==> config.mk <==
export PLATFORM = sky130hd
export DESIGN_NAME = fifo_burst_reader
export DESIGN_NICKNAME = d
export VERILOG_FILES = /design/src/rtl/fifo_burst_reader.sv
export SDC_FILE = /design/constraint.sdc
export NUM_CORES = 1
export LEC_CHECK = 0
export CORE_ASPECT_RATIO = 2
export CORE_UTILIZATION = 54
export DETAILED_ROUTE_END_ITERATION = 8
export PLACE_DENSITY = 0.86
export SYNTH_ARGS = -nofsm -noshare
export SYNTH_HDL_FRONTEND = slang
export SYNTH_SLANG_ARGS = --single-unit
==> constraint.sdc <==
create_clock -name clk -period 4.6 [get_ports clk]
set_input_delay 0.46 -clock clk [delete_from_list [all_inputs] [get_ports clk]]
set_output_delay 0.46 -clock clk [all_outputs]
set_load 0.02 [all_outputs]
==> src/rtl/fifo_burst_reader.sv <==
// fifo_burst_reader: pops a programmed burst from a synchronous FIFO, with
// at most one read in flight, and presents each word on a valid/ready port.
// Keeps a running sum and count of the words delivered downstream, and a
// sticky error flag for read-on-empty.
module fifo_burst_reader #(
  parameter int DATA_WIDTH = 32,
  parameter int CNT_WIDTH  = 4
) (
  input  logic                            clk,
  input  logic                            reset_n,
  input  logic                            start,
  input  logic [CNT_WIDTH-1:0]            burst_len,
  input  logic                            fifo_empty,
  input  logic [DATA_WIDTH-1:0]           fifo_d_out,
  input  logic                            fifo_rd_ack,
  input  logic                            fifo_rd_err,
  output logic                            fifo_rd_en,
  output logic [DATA_WIDTH-1:0]           m_data,
  output logic                            m_valid,
  input  logic                            m_ready,
  output logic                            busy,
  output logic                            done,
  output logic                            err,
  output logic [CNT_WIDTH-1:0]            rd_count,
  output logic [DATA_WIDTH+CNT_WIDTH-1:0] sum
);

  typedef enum logic [2:0] {IDLE, REQ, WAIT, OUT, DONE} state_t;

  state_t               state, state_nxt;
  logic [CNT_WIDTH-1:0] remaining;

  // State register
  always_ff @(posedge clk or negedge reset_n) begin
    if (!reset_n) state <= IDLE;
    else          state <= state_nxt;
  end

  // Next state; rd_en and done decode straight from state so a pop never
  // lags the empty flag and done lasts exactly the DONE cycle.
  always_comb begin
    state_nxt  = state;
    fifo_rd_en = 1'b0;
    done       = 1'b0;
    case (state)
      IDLE: if (start) state_nxt = (burst_len == '0) ? DONE : REQ;
      REQ: begin
        fifo_rd_en = !fifo_empty;
        if (!fifo_empty) state_nxt = WAIT;
      end
      WAIT: begin
        // A read error does not consume a word: go back and retry.
        if (fifo_rd_ack)      state_nxt = OUT;
        else if (fifo_rd_err) state_nxt = REQ;
      end
      OUT: if (m_ready) state_nxt = (remaining == CNT_WIDTH'(1)) ? DONE : REQ;
      DONE: begin
        done      = 1'b1;
        state_nxt = IDLE;
      end
      default: state_nxt = IDLE;
    endcase
  end

  // Burst bookkeeping, output word register and statistics
  always_ff @(posedge clk or negedge reset_n) begin
    if (!reset_n) begin
      remaining <= '0;
      m_data    <= '0;
      m_valid   <= 1'b0;
      busy      <= 1'b0;
      err       <= 1'b0;
      rd_count  <= '0;
      sum       <= '0;
    end else begin
      case (state)
        IDLE: if (start) begin
          remaining <= burst_len;
          sum       <= '0;
          rd_count  <= '0;
          err       <= 1'b0;
          busy      <= 1'b1;
        end
        WAIT: begin
          if (fifo_rd_ack) begin
            m_data  <= fifo_d_out;
            m_valid <= 1'b1;
          end else if (fifo_rd_err) begin
            err <= 1'b1;
          end
        end
        OUT: if (m_ready) begin
          m_valid   <= 1'b0;
          sum       <= sum + {{CNT_WIDTH{1'b0}}, m_data};
          rd_count  <= rd_count + 1'b1;
          remaining <= remaining - 1'b1;
        end
        DONE: busy <= 1'b0;
        default: ;
      endcase
    end
  end

endmodule

==> run_results.csv <==
group,metric,value,unit
status,outcome,"finished clean",
sta,fin_crit_sh,0.616,
cells_and_area,drive_gt1_frac,0.106,
floorplan,rows,49,
clocking,postCtsSetupRepairBufs,0,
drt,route.detailed.drc,0,
sta,tightest_slew,1.04,ns
floorplan,die_area,9740,sq um
setup_path,critPathRequiredTime,4.82,ns
placed_design,dpl_cell_area,6280,sq um
setup_path,r2r-start,"m_data[0]",
setup_path,setup.worst_path.start,"m_data[0]",
synthesis,synth.distinct_cells,64,
placed_design,port_buffers,119,
synthesis,synthFlopType,"dfrtp_1",
grt,grt_overflow,0,
drt,first_iter_violations,314,
synthesis,synth_top_cell_by_area,"dfrtp_1",
grt,grt_usage,0.298,
sta,slew_violations,0,
clocking,clockBufferDepth,2,
sta,tns,0,ns
sta,setup_slack,1.77,ns
flow_run,drv_cap,0,
placed_design,gp_congestion,0.917,
synthesis,avgSynthCellArea,9.59,sq um
synthesis,ys_top_cells_by_area,"dfrtp_1 (41%), ha_1 (8.7%), mux2_2 (7.2%)",
synthesis,yosysTopAreaCellShare,0.408,
clocking,cts_hold_buf,0,
drt,drtAntennaViolNets,0,
floorplan,start_util,0.559,
cells_and_area,syn_to_final_growth,30.1,%
drt,drtPass1Iterations,5,
sta,finalSetupViolations,0,
synthesis,synth_common_cells,"dfrtp_1 (82), nand2_1 (66), o21ai_0 (45)",
synthesis,synth_edf_count,0,
synthesis,synthArstFlopShare,1.00,
drt,wl_per_cell,18.7,um
power_and_ir_drop,p_leak,2.87,nW
floorplan,pin_count,120,
grt,grt_pass1_wl,23000,um
clocking,cts_resized,0,
synthesis,synth-seq-cells,82,
sta,period_needed,2.83,ns
cells_and_area,postLayoutCellArea,6550,sq um
sta,rsz0062_at_grt,"no",
setup_path,start_kind,"register",
clocking,cts_tree,"built",
clocking,cts.clk_slew.worst_paths,0.06,ns
cells_and_area,diodes,0,
floorplan,core,9010,sq um
grt,grt_pass1_vias,4772,
grt,grt_max_degree,83,
worst_hold_path,hold_class,"input pin to asynchronous set/reset pin",
sta,slew_headroom,0.304,
setup_path,crit_path_end_kind,"register",
cells_and_area,fin_nets,717,
sta,clock.fmax,0.353,GHz
sta,hold_viol,0,
synthesis,ys_warn_count,0,
clocking,cts_buffers,9,
floorplan,chipHeight,139,um
clocking,insertion_delay,0.34,ns
synthesis,netlist_instances,525,
drt,viasPerCell,6.09,
synthesis,syn-cell-area,5030,sq um
clocking,clockRootBuffer,"clkbuf_16",
drt,vias,4538,
synthesis,seq_area_frac_synth,0.408,
clocking,htree_levels,3,
grt,antenna_found_initial,0,
placed_design,post-place-ws,1.81,ns
cells_and_area,n_fill_cell,702,
synthesis,yosysMostFrequentCell,"dfrtp_1",
setup_path,crit_type,"register to register",
clocking,clock_sinks,82,
synthesis,syn_nets,604,
floorplan,die_w,70.3,um
power_and_ir_drop,p_per_area,850,nW/um^2
placed_design,dpl.hpwl,10100,um
power_and_ir_drop,irDropWorstVdd,0.512,mV
sta,fin_skew,0.00541,ns
setup_path,worstPathMaxFanout,5,
setup_path,crit_arrival,3.05,ns
drt,finalWirelength,13900,um
-- final timing paths --
kind                         endpoint  slack, ns  depth (start not counted)
max                           sum[34]       1.77                         10
min                        m_data[28]       0.28                          1
max reg2reg                   sum[34]       1.77                         10
min reg2reg                   m_valid       0.49                          1
max in group asynchronous      sum[8]       3.61                          1
min in group clk              m_valid       0.49                          1
-- sequential cells by signal, summed over array words and instances (netlist names) --
signal     flops
sum           36
m_data        32
rd_count       4
remaining      4
state          3
busy           1
err            1
m_valid        1
-- placed cells by master, fill, tap and decap left out, drive strengths merged, types with 4 or more instances in the layout --
master and instances:
clkdlybuf4s50 118, dfrtp 82, nand2 66, o21ai 53, a21oi 38, nor2 38, ha 35, mux2 32
xor2 14, a21o 14, nand3 13, xnor2 13, clkbuf 11, inv 10, nand4 6, and2 6
a211oi 6, a31oi 5, a22o 5, buf 5, o211ai 5, nor4 4, o21a 4, a211o 4
nor3 4
-- worst max-delay path, stage by stage (launching register included) --
cell	delay, ns
dfrtp_1	0.40
ha_1	0.23
fa_1	0.43
a211o_2	0.34
o211ai_4	0.10
a211oi_2	0.15
a211oi_2	0.37
o31ai_4	0.14
a41oi_2	0.32
or4_1	0.16
nand3_1	0.07
-- final cells by class --
class / count / area (sq um) / area share
Inverter: 10 / 37.5 / 0.00573
Tap cell: 102 / 128 / 0.0195
Clock buffer: 11 / 243 / 0.0370
Clock inverter: 5 / 30.0 / 0.00458
Sequential cell: 82 / 2050 / 0.313
Timing Repair Buffer: 123 / 1220 / 0.186
Multi-Input combinational cell: 412 / 2840 / 0.434
-- metrics by stage --
step	util	instances	total power, mW	hold WS [ns]
6_report	0.727	745	5.57	0.279
5_1_grt	0.727	745	5.96	0.417
4_1_cts	0.727	745	5.56	0.343
3_5_place_dp	0.697	729	4.85	0.491
3_3_place_gp	0.697	729	4.76	0.469
2_1_floorplan	-	525	3.68	0.164
-- logic make-up after synthesis --
group,Yosys count,share of synthesized area
compound gates,161,0.212
xor+xnor,27,0.0470
fa+ha+maj,36,0.0910
buf+inv,31,0.0286
flops,82,0.408
mux,33,0.0736
simple gates,155,0.141
-- power by group --
part	leakage [nW]	total, mW	switching (mW)	internal (mW)
clock	0.131	0.664	0.287	0.377
sequential	1.04	1.36	0.313	1.05
combinational	1.70	3.54	2.01	1.54
-- metal layers --
| layer | vias to the layer above | routed length, um | part of all wire | global-route usage |
|---|---|---|---|---|
| li1 | 2142 | - | - | - |
| met1 | 2188 | 5050 | 0.36 | 0.319 |
| met2 | 158 | 7760 | 0.56 | 0.546 |
| met3 | 50 | 467 | 0.034 | 0.0363 |
| met4 | 0 | 629 | 0.045 | 0.169 |
| met5 | - | 0 | 0 | 0 |
No activity file was read; power rests on OpenSTA's default activity.
